$ cat config.mk
export PLATFORM = sky130hd
export DESIGN_NAME = sensor_packet_spi_master
export DESIGN_NICKNAME = d
export VERILOG_FILES = /design/src/rtl/sensor_packet_spi_master.sv
export SDC_FILE = /design/constraint.sdc
export NUM_CORES = 1
export LEC_CHECK = 0
export ABC_AREA = 1
export CAP_MARGIN = 40
export CORE_ASPECT_RATIO = 1.2
export CORE_UTILIZATION = 57
export CTS_CLUSTER_SIZE = 40
export DETAILED_ROUTE_END_ITERATION = 8
export GPL_TIMING_DRIVEN = 0
export PLACE_DENSITY = 0.91
export SLEW_MARGIN = 0
export SYNTH_ARGS = -nofsm -noshare
export SYNTH_HDL_FRONTEND = slang
export SYNTH_SLANG_ARGS = --single-unit
$ cat constraint.sdc
create_clock -name clk -period 9.7 [get_ports clk]
set_input_delay 1.455 -clock clk [delete_from_list [all_inputs] [get_ports clk]]
set_output_delay 1.455 -clock clk [all_outputs]
set_load 0.01 [all_outputs]
$ cat src/rtl/sensor_packet_spi_master.sv
// SPI master (mode 0, MSB first) that frames one 16-byte sensor packet per start request.
// A single down-counter times the lead, SCK half-periods, trail and gap intervals.
module sensor_packet_spi_master #(
    parameter int          CLK_DIV  = 4,
    parameter int          CS_LEAD  = 4,
    parameter int          CS_TRAIL = 4,
    parameter int          CS_GAP   = 8,
    parameter logic [7:0]  HEADER   = 8'hAA
) (
    input  logic        clk,
    input  logic        reset,
    input  logic        start,
    input  logic [15:0] roll,
    input  logic [15:0] pitch,
    input  logic [15:0] yaw,
    input  logic [15:0] gyro_x,
    input  logic [15:0] gyro_y,
    input  logic [15:0] gyro_z,
    input  logic        euler_valid,
    input  logic        gyro_valid,
    output logic        busy,
    output logic        done,
    output logic        cs_n,
    output logic        sck,
    output logic        sdo
);
    // state | meaning
    // IDLE  | waiting for start, cs_n high
    // LEAD  | cs_n low, sck low, before first bit
    // SHIFT | 128 bits, each CLK_DIV low then CLK_DIV high
    // TRAIL | cs_n low after last sck fall
    // GAP   | cs_n high, still busy, start ignored

    localparam int MAX_A = (CLK_DIV > CS_LEAD) ? CLK_DIV : CS_LEAD;
    localparam int MAX_B = (CS_TRAIL > CS_GAP) ? CS_TRAIL : CS_GAP;
    localparam int MAX_C = (MAX_A > MAX_B) ? MAX_A : MAX_B;
    localparam int CNT_W = (MAX_C > 1) ? $clog2(MAX_C) : 1;

    typedef enum logic [2:0] {IDLE, LEAD, SHIFT, TRAIL, GAP} state_t;

    state_t             state, state_nx;
    logic [CNT_W-1:0]   cnt, cnt_nx;
    logic [6:0]         bit_cnt, bit_cnt_nx;
    logic [127:0]       pkt_buf, pkt_buf_nx;
    logic               busy_nx, done_nx, cs_n_nx, sck_nx, sdo_nx;
    logic [127:0]       pkt_in;

    assign pkt_in = {HEADER, roll, pitch, yaw, gyro_x, gyro_y, gyro_z,
                     6'b0, gyro_valid, euler_valid, 16'h0000};

    always_ff @(posedge clk or posedge reset) begin
        if (reset) begin
            state   <= IDLE;
            cnt     <= '0;
            bit_cnt <= '0;
            pkt_buf <= '0;
            busy    <= 1'b0;
            done    <= 1'b0;
            cs_n    <= 1'b1;
            sck     <= 1'b0;
            sdo     <= 1'b0;
        end else begin
            state   <= state_nx;
            cnt     <= cnt_nx;
            bit_cnt <= bit_cnt_nx;
            pkt_buf <= pkt_buf_nx;
            busy    <= busy_nx;
            done    <= done_nx;
            cs_n    <= cs_n_nx;
            sck     <= sck_nx;
            sdo     <= sdo_nx;
        end
    end

    always_comb begin
        state_nx   = state;
        cnt_nx     = (cnt != '0) ? cnt - CNT_W'(1) : cnt;
        bit_cnt_nx = bit_cnt;
        pkt_buf_nx = pkt_buf;
        busy_nx    = busy;
        done_nx    = 1'b0;
        cs_n_nx    = cs_n;
        sck_nx     = sck;
        sdo_nx     = sdo;
        unique case (state)
            IDLE: begin
                if (start) begin
                    state_nx   = LEAD;
                    cnt_nx     = CNT_W'(CS_LEAD - 1);
                    pkt_buf_nx = pkt_in;
                    busy_nx    = 1'b1;
                    cs_n_nx    = 1'b0;
                    sdo_nx     = pkt_in[127];
                end
            end
            LEAD: begin
                if (cnt == '0) begin
                    state_nx   = SHIFT;
                    cnt_nx     = CNT_W'(CLK_DIV - 1);
                    bit_cnt_nx = 7'd127;
                end
            end
            SHIFT: begin
                if (cnt == '0) begin
                    cnt_nx = CNT_W'(CLK_DIV - 1);
                    if (!sck) begin
                        sck_nx = 1'b1;
                    end else begin
                        sck_nx = 1'b0;
                        if (bit_cnt == 7'd0) begin
                            state_nx = TRAIL;
                            cnt_nx   = CNT_W'(CS_TRAIL - 1);
                            sdo_nx   = 1'b0;
                        end else begin
                            // sdo moves on the falling edge so it is settled well before the next rise
                            bit_cnt_nx = bit_cnt - 7'd1;
                            sdo_nx     = pkt_buf[bit_cnt - 7'd1];
                        end
                    end
                end
            end
            TRAIL: begin
                if (cnt == '0) begin
                    state_nx = GAP;
                    cnt_nx   = CNT_W'(CS_GAP - 1);
                    cs_n_nx  = 1'b1;
                    done_nx  = 1'b1;
                end
            end
            GAP: begin
                if (cnt == '0) begin
                    state_nx = IDLE;
                    busy_nx  = 1'b0;
                end
            end
            default: state_nx = IDLE;
        endcase
    end
endmodule

Word-level counts from Yosys, hierarchy flattened
Cells that the tools add are included.
Widths: inputs -> output; s select.

storage, ports and cells
  bits in registers = 117
  input bits = 101
  output and inout port bits = 5
  logic and storage cells = 73

operators by class
  $add $sub $neg = 2
  magnitude comparators = 1
  equality and inequality tests = 12
  mux-type cells = 33
  reductions and logical operators = 16

operator list
  operator             count
  $mux 3               11
  $mux 7               4
  $ne 2x2->1 const B   8
  $pmux 3 s5           1
  $pmux 7 s2           1
  $mux 1               11
  $pmux 3 s3           1
  $lt 7x8->1 const B   1
  $reduce_bool 2->1    4
  $bmux 1 s7           1
  $logic_not 7->1      1
  $reduce_and 7->1     1
  $sub 7x1->7 const B  1
  $eq 3x2->1 const B   2
  $logic_not 3->1      2
  $pmux 1 s2           3
  $reduce_and 3->1     2
  $reduce_and 5->1     1
  $reduce_and 2->1     2
  $reduce_and 4->1     1
  $eq 3x1->1 const B   1
  $eq 3x3->1 const B   1
  $reduce_bool 3->1    1
  $sub 3x1->3 const B  1
  $reduce_or 2->1      1

Logic depth before layout (Yosys ltp)
Gate-level depths: netlist of the first run.

  depth in word-level cells = 7
  gate-level depth with buffers = 17
  mapped depth without buffers = 14

Worst setup path after synthesis of the first run
No wires, ideal clock.

  path kind = input -> register
  start = input port start
  end = register pkt_buf[31]
  setup time = 0.116 ns
  arrival time = 2.142 ns
  data required time = 9.584 ns
  path slack = 7.442 ns
  stages = 7
  buffers on the path = 2
  cells stage by stage = inv_1 nor2_4 inv_2 buf_2 buf_2 nand2_1 nand2_1

between the ends
  cells in the longest elaborated chain, start to end = 1

ends and longest elaborated chain
  item                        line  RTL
  start, declared             12    input logic start,
  $reduce_and 2->1 (no line)  n/a
  end signal, assigned        66    pkt_buf <= pkt_buf_nx;
  end, declared               44    logic [127:0] pkt_buf, pkt_buf_nx;

No other way between the ends.
A chain may end at the register's enable or synchronous reset.

Worst setup path in the final report of the first run
  start = register bit_cnt[0]
  end = register sdo

between the ends
  cells in the longest elaborated chain, start to end = 7
  elaborated cells on any way between the ends = 8
  classes of those cells = 1 x add/sub; 6 x mux; 1 x reduce/logical

ends and longest elaborated chain
  item                          line  RTL
  start, declared               43    logic [6:0] bit_cnt, bit_cnt_nx;
  start signal, assigned        65    bit_cnt <= bit_cnt_nx;
  $sub 7x1->7                   117   sdo_nx = pkt_buf[bit_cnt - 7'd1];
  $bmux 1 s7                    117
  $mux 1 (implied by the code)  117
  $mux 1 (*)                    110   if (bit_cnt == 7'd0) begin
  $mux 1 (*)                    106   if (!sck) begin
  $mux 1 (*)                    104   if (cnt == '0) begin
  $pmux 1 s2 (*)                85    unique case (state)
  end signal, assigned          71    sdo <= sdo_nx;
  end, declared                 25    output logic sdo

Every way passes the cells marked *; elsewhere a longest branch is shown, timed or not. The select of a mux whose other input is x is not followed.

==> qor.csv, run 1 <==
metric;value;unit
status;completed;
Initial Utilization;59.4;%
critical path type;reg -> reg;
root buffer cell;clkbuf_16;
#FFs+latches synth;117;
post-synthesis mux area share;0.175;%
VDD IR max;0.202;mV
fmax;341;MHz
Net Switching;0.00115;W
Gate power share;45.9;%
DRC Markers;0;
worst-skew pair later-pin latency;0.42;ns
first-pass GRT wire length;27500;um
# hold bufs at CTS;0;
number of synthesized flops with an enable pin;0;
RSZ-0062 raised after global routing;no;
All-Layer GR Usage;34.5;%
Fill cells;612;
final core utilization;77.6;%
CTS buffer count;17;
CP Cell Sequence;inv_1 -> buf_4 -> buf_4 -> ha_1 -> inv_1 -> clkbuf_1 -> nand3_1 -> nand3_1 -> nand3_1 -> nand3_1 -> nand3_1 -> nand2_1 -> nand2_1 -> nand2_1 -> a21oi_2;
Die Y;112;um
worst path buffer plus inverter count;5;
leakage;3.74;nW
Syn. warnings;0;
measured slew at the worst slew-check pin;0.875;ns
ranking of synthesized cells by area;dfrtp_1 51%, nand2_1 27%, nand3_1 8.2%;
I/O Buffers;105;
fraction of layout cells with a size suffix above 1;8.29;%
Hold Crit Class;reg -> reg;
Final Setup Violations;0;
XOR/XNOR Fraction of Synth Area;0.592;%
period utilisation layout;30.2;%
die width;93.4;um
total number of vias;5782;
initial antenna violation count;0;
slowest CP cell;clkbuf_1;
post-synthesis cell count;755;
share of the synthesized area in the top cell type;50.9;%
post-synthesis adder-cell area fraction;1.10;%
Power Internal;0.00148;W
Post-DRT Antenna Nets;0;
Final Critical Period;2.93;ns
maximum level of the CTS H-tree;4;
largest family of logic cells by synthesized area;simple AND/OR/NAND/NOR gates;
row count;39;
clk buf depth;2;
Detailed Place HPWL;11000;um
GP Congestion;0.882;
net count after synthesis;861;
max_cap viols;0;
Worst Path Required;10.01;ns
Worst-path clk slew;0.06;ns
ant diodes;0;
crit-path max FO;11;
post-synthesis compound-gate area fraction;4.23;%
Top delay family on crit path;buffers and inverters;
pin count of the biggest net entering global routing;69;
Mapped Area;0.00571;sq mm
CTS tree;yes;
grt ovf;0;
Relative slew margins;41.7;%
drt first pass iters;5;
TritonCTS Sinks;117;
core area;0.00961;sq mm
Reg power frac;33.0;%
Critical Path Max Stage Delay;0.53;ns
Max Slew Vio Count;0;
# resized after CTS;0;
clock power share;21.1;%
post-CTS setup buffer count;0;
simple-gate share of the synthesized area;37.0;%
final setup skew;0.00991;ns
post-synth top area cell;dfrtp_1;
CP most frequent cell;nand3_1;
vias per std cell;5.69;
setup_tns;0;ns
DR iter-0 viols;606;
Async SR Flop Fraction;100;%
Total Routed Length;16800;um
Hold Vio Cnt, Final;0;
vias in the first global route;5907;
Die ar.;0.0104;sq mm
PD cells;353;mW/mm^2
startpoint types;flip-flop;
sequential area share after synthesis;51.3;%
Layout area overhead;30.7;%
Net Sw Frac;43.7;%
critical path endpoint category;flip-flop;
Syn Area/Cell;7.56;sq um
arrival time at the worst endpoint;3.24;ns
WL/cell;16.5;um
Final nets;986;
I/O pin count;106;
Netlist cell types;32;
ys flop type;dfrtp_1;
==> metrics by stage <==
step / instances / worst slack, ns / hold WS [ns] / area, sq um / power [W]
after floorplan: 755 / 5.15 / 0.440 / 5710 / 0.00164
after global placement: 983 / 3.74 / 0.451 / 6910 / 0.00194
after detailed placement: 984 / 6.54 / 0.459 / 6940 / 0.00201
after CTS: 1016 / 6.77 / 0.470 / 7460 / 0.00259
after global routing: 1016 / 6.73 / 0.490 / 7460 / 0.00279
final: 1016 / 6.77 / 0.471 / 7460 / 0.00263
==> per-layer routing <==
layer	part of all wire [%]	routed length (um)	vias up	global-route usage, %
met3	7.8	1300	75	6.83
met4	4.3	714	0	19.4
li1	-	-	2627	-
met5	0	0	-	0
met2	51	8630	368	59.3
met1	37	6130	2712	39.9
==> final timing paths <==
kind | slack [ns] | depth (start not counted) | start | endpoint
worst max-delay path | 6.77 | 15 | bit_cnt[0]$_DFFE_PP0P_ | sdo$_DFFE_PP0P_
worst min-delay path | 0.47 | 2 | pkt_buf[52]$_DFFE_PP0P_ | pkt_buf[52]$_DFFE_PP0P_
worst max register to register | 6.77 | 15 | bit_cnt[0]$_DFFE_PP0P_ | sdo$_DFFE_PP0P_
worst min register to register | 0.47 | 2 | pkt_buf[52]$_DFFE_PP0P_ | pkt_buf[52]$_DFFE_PP0P_
max in group asynchronous | 7.39 | 3 | reset | pkt_buf[105]$_DFFE_PP0P_
min in group asynchronous | 1.57 | 2 | reset | pkt_buf[37]$_DFFE_PP0P_
==> kinds of logic after synthesis <==
group,after synthesis
buffers and inverters,70
AO/OA/AOI/OAI,41
AND/OR/NAND/NOR,518
adder cells (fa/ha/maj),5
XOR/XNOR,3
flip-flops,117
multiplexers,1
==> cells in the mapped netlist, types with 2 or more instances <==
library cell / count
a21oi_1: 11
a22oi_1: 4
a31oi_1: 3
buf_2: 21
buf_4: 6
clkbuf_1: 11
dfrtp_1: 116
ha_1: 5
inv_1: 24
inv_2: 6
nand2_1: 405
nand2_2: 2
nand3_1: 93
nor2_1: 11
o21ai_0: 20
==> power by group through the flow <==
stage               Combinational (W)  Sequential (W)  Clock [W]
floorplan                    0.000818        0.000825          0
global placement              0.00110        0.000848          0
detailed placement            0.00115        0.000861          0
CTS                           0.00118        0.000858   0.000553
global route                  0.00133        0.000886   0.000577
finish                        0.00121        0.000869   0.000556
==> sequential cells by signal (all words and copies together), names as in the netlist <==
register  count
cs_n          1
cnt           3
pkt_buf      99
state         3
done          1
bit_cnt       7
sck           1
sdo           1
busy          1
==> placed cells by master (no fill, tap or decap) <==
master and n:
nand2_1 405, nor2_1 11, xor2_2 1, buf_6 1
nand2_2 2, or2_2 1, buf_4 6, nor3_4 1
a21oi_2 1, o21ai_0 20, xnor2_1 1, o31ai_4 1
nor3_2 1, a31oi_1 3, nand3_4 1, inv_2 6
a22oi_1 4, nand3_1 93, nor2_4 1, clkbuf_16 17
a21oi_1 11, inv_1 23, o211ai_1 1, nor2_2 1
dfstp_2 1, clkinv_1 1, clkdlybuf4s50_1 105, nor3_1 1
dfrtp_1 116, clkbuf_1 17, inv_4 1, mux2i_1 1
clkbuf_8 3, buf_16 1, clkinv_2 6, ha_1 5
buf_2 21, xor2_1 1
==> final cells by class <==
type	instances	area (sq um)	share of cell area, %
Sequential cell	117	2930	39.3
Multi-Input combinational cell	568	2460	33.0
Timing Repair Buffer	106	1080	14.5
Clock buffer	26	489	6.56
Buffer	39	203	2.72
Tap cell	123	154	2.06
Inverter	31	119	1.59
Clock inverter	6	30.0	0.402
==> worst min-delay path, cell delays in order (launching register included) <==
cell and delay, ns:
dfrtp_1 0.34, nand2_1 0.05, nand2_1 0.05
Note: power is estimated with default switching activity, not from simulation.
==> run 2, diff against run 1 <==
--- a/config.mk
+++ b/config.mk
@@ -8,11 +8,11 @@
 export ABC_AREA = 1
 export CAP_MARGIN = 40
 export CORE_ASPECT_RATIO = 1.2
-export CORE_UTILIZATION = 57
+export CORE_UTILIZATION = 53
 export CTS_CLUSTER_SIZE = 40
 export DETAILED_ROUTE_END_ITERATION = 8
 export GPL_TIMING_DRIVEN = 0
-export PLACE_DENSITY = 0.91
+export PLACE_DENSITY = 0.86
 export SLEW_MARGIN = 0
 export SYNTH_ARGS = -nofsm -noshare
 export SYNTH_HDL_FRONTEND = slang
==> constraint.sdc (replaced) <==
create_clock -name clk -period 2.84 [get_ports clk]
set_input_delay 0.426 -clock clk [delete_from_list [all_inputs] [get_ports clk]]
set_output_delay 0.426 -clock clk [all_outputs]
set_load 0.01 [all_outputs]
==> qor.csv, run 2 (synthesized netlist as in run 1, its figures left out) <==
metric;value;unit
status;completed;
critical path type;reg -> reg;
fraction of layout cells with a size suffix above 1;9.17;%
CTS tree;yes;
WL/cell;15.8;um
leakage;3.81;nW
root buffer cell;clkbuf_16;
startpoint types;flip-flop;
vias in the first global route;5412;
crit path to;sdo$_DFFE_PP0P_;
pin count of the biggest net entering global routing;34;
Largest regs;pkt_buf x99, bit_cnt x7;
GP Congestion;0.876;
Relative slew margins;65.1;%
R2R setup slack;0.15;ns
worst reg2reg path startpoint;bit_cnt[0]$_DFFE_PP0P_;
final setup skew;0.00678;ns
Max Slew Vio Count;0;
CTS buffer count;17;
DR iter-0 viols;637;
post-CTS setup buffer count;0;
All-Layer GR Usage;29.9;%
setup_tns;0;ns
measured slew at the worst slew-check pin;0.522;ns
RSZ-0062 raised after global routing;no;
Die ar.;0.0112;sq mm
clk buf depth;2;
fmax;372;MHz
Post-DRT Antenna Nets;0;
Detailed Place HPWL;10800;um
first-pass GRT wire length;25900;um
critical path endpoint category;flip-flop;
Hold Crit Class;in -> async;
I/O Buffers;105;
TritonCTS Sinks;117;
die width;96.7;um
max reg flops;99;
Critical path origin;bit_cnt[0]$_DFFE_PP0P_;
# hold bufs at CTS;0;
Total Routed Length;16200;um
VDD IR max;0.541;mV
Largest Register;pkt_buf;
Fill cells;782;
DP Worst Slack;0.175;ns
Final nets;988;
commonest non-fill, non-tap cell in the layout;nand2_1;
PD cells;1220;mW/mm^2
Final WS setup;0.151;ns
max_cap viols;0;
crit-path max FO;11;
R2R Path End;sdo$_DFFE_PP0P_;
grt ovf;0;
Worst-path clk slew;0.06;ns
worst-skew pair later-pin latency;0.41;ns
drt first pass iters;5;
period utilisation layout;94.7;%
final core utilization;72.6;%
commonest non-fill, non-tap cells in the layout;405 x nand2_1, 116 x dfrtp_1, 105 x clkdlybuf4s50_1, 93 x nand3_1, 23 x inv_1;
post-route cell area;0.00763;sq mm
Final Setup Violations;0;
I/O pin count;106;
multi-input combinational cell area;0.00246;sq mm
Reg area;0.00293;sq mm
Die Y;116;um
vias per std cell;5.50;
Worst Path Required;3.14;ns
# resized after CTS;0;
arrival time at the worst endpoint;2.99;ns
reg2reg path depth;15;
Layout area overhead;33.7;%
PnR Total Power;0.00934;W
core area;0.0105;sq mm
total number of vias;5627;
initial antenna violation count;0;
DRC Markers;0;
Final Critical Period;2.69;ns
Initial Utilization;54.3;%
maximum level of the CTS H-tree;4;
Hold Vio Cnt, Final;0;
row count;41;
Area after DPL;0.00698;sq mm
==> run 2: cell types whose count changed in the layout (fill, tap and decap cells not counted), moves of 2 or more <==
cell	previous run	this run
clkbuf_1	17	10
bufinv_16	0	4
clkinv_2	6	2
buf_12	0	3
clkinvlp_4	0	3
clkbuf_2	0	2
clkbuf_8	3	5
==> run 2: power breakdown <==
part / leakage (nW) / internal, W / switching, W
Clock: 0.311 / 0.00158 / 0.000734
Combinational: 2.08 / 0.00144 / 0.00265
Sequential: 1.42 / 0.00246 / 0.000477
==> run 2: layout make-up <==
cell class	count	area share, %
Clock inverter	8	1.90
Tap cell	129	2.11
Inverter	31	1.57
Clock buffer	23	6.52
Antenna cell	1	0.0328
Sequential cell	117	38.4
Multi-Input combinational cell	568	32.2
Buffer	39	2.69
Timing Repair Buffer	108	14.6
==> run 2: worst min path at each step <==
| stage | to | slack [ns] | cells past startpoint |
|---|---|---|---|
| CTS | pkt_buf[33]$_DFFE_PP0P_ | 0.43 | 2 |
| detailed placement | pkt_buf[121]$_DFFE_PP0P_ | 0.46 | 1 |
| finish | pkt_buf[33]$_DFFE_PP0P_ | 0.41 | 2 |
| floorplan | pkt_buf[121]$_DFFE_PP0P_ | 0.44 | 1 |
| global route | pkt_buf[44]$_DFFE_PP0P_ | 0.46 | 2 |
| global placement | pkt_buf[121]$_DFFE_PP0P_ | 0.45 | 1 |
==> run 2: critical path, cell delays in order (launching register included) <==
cell     delay [ns]
dfrtp_1        0.34
inv_1          0.06
buf_4          0.18
buf_4          0.20
ha_1           0.32
buf_2          0.26
buf_2          0.33
nand3_1        0.13
nand3_1        0.13
nand3_1        0.12
nand3_1        0.12
nand3_1        0.08
nand2_1        0.10
nand2_1        0.05
nand2_1        0.09
a21oi_2        0.05
==> run 2: metal layers <==
metal,wire length [um],track usage [%],up-vias
met4,733,18.4,0
met1,6040,36.1,2635
met5,0,0,-
met3,1360,5.91,66
li1,-,-,2635
met2,8030,50.1,291
==> run 2: through the flow <==
stage | hold slack (ns) | cells
final | 0.410 | 1024
after global routing | 0.461 | 1023
after CTS | 0.431 | 1023
after detailed placement | 0.456 | 992
after global placement | 0.453 | 989
after floorplan | 0.440 | 755
==> run 3, diff against run 2 <==
--- a/config.mk
+++ b/config.mk
@@ -9,6 +9,7 @@
 export CAP_MARGIN = 40
 export CORE_ASPECT_RATIO = 1.2
 export CORE_UTILIZATION = 53
+export CTS_CLUSTER_DIAMETER = 30
 export CTS_CLUSTER_SIZE = 40
 export DETAILED_ROUTE_END_ITERATION = 8
 export GPL_TIMING_DRIVEN = 0
==> results of run 3 <==
Final layout, timing and power as in run 2 (identical DEF).
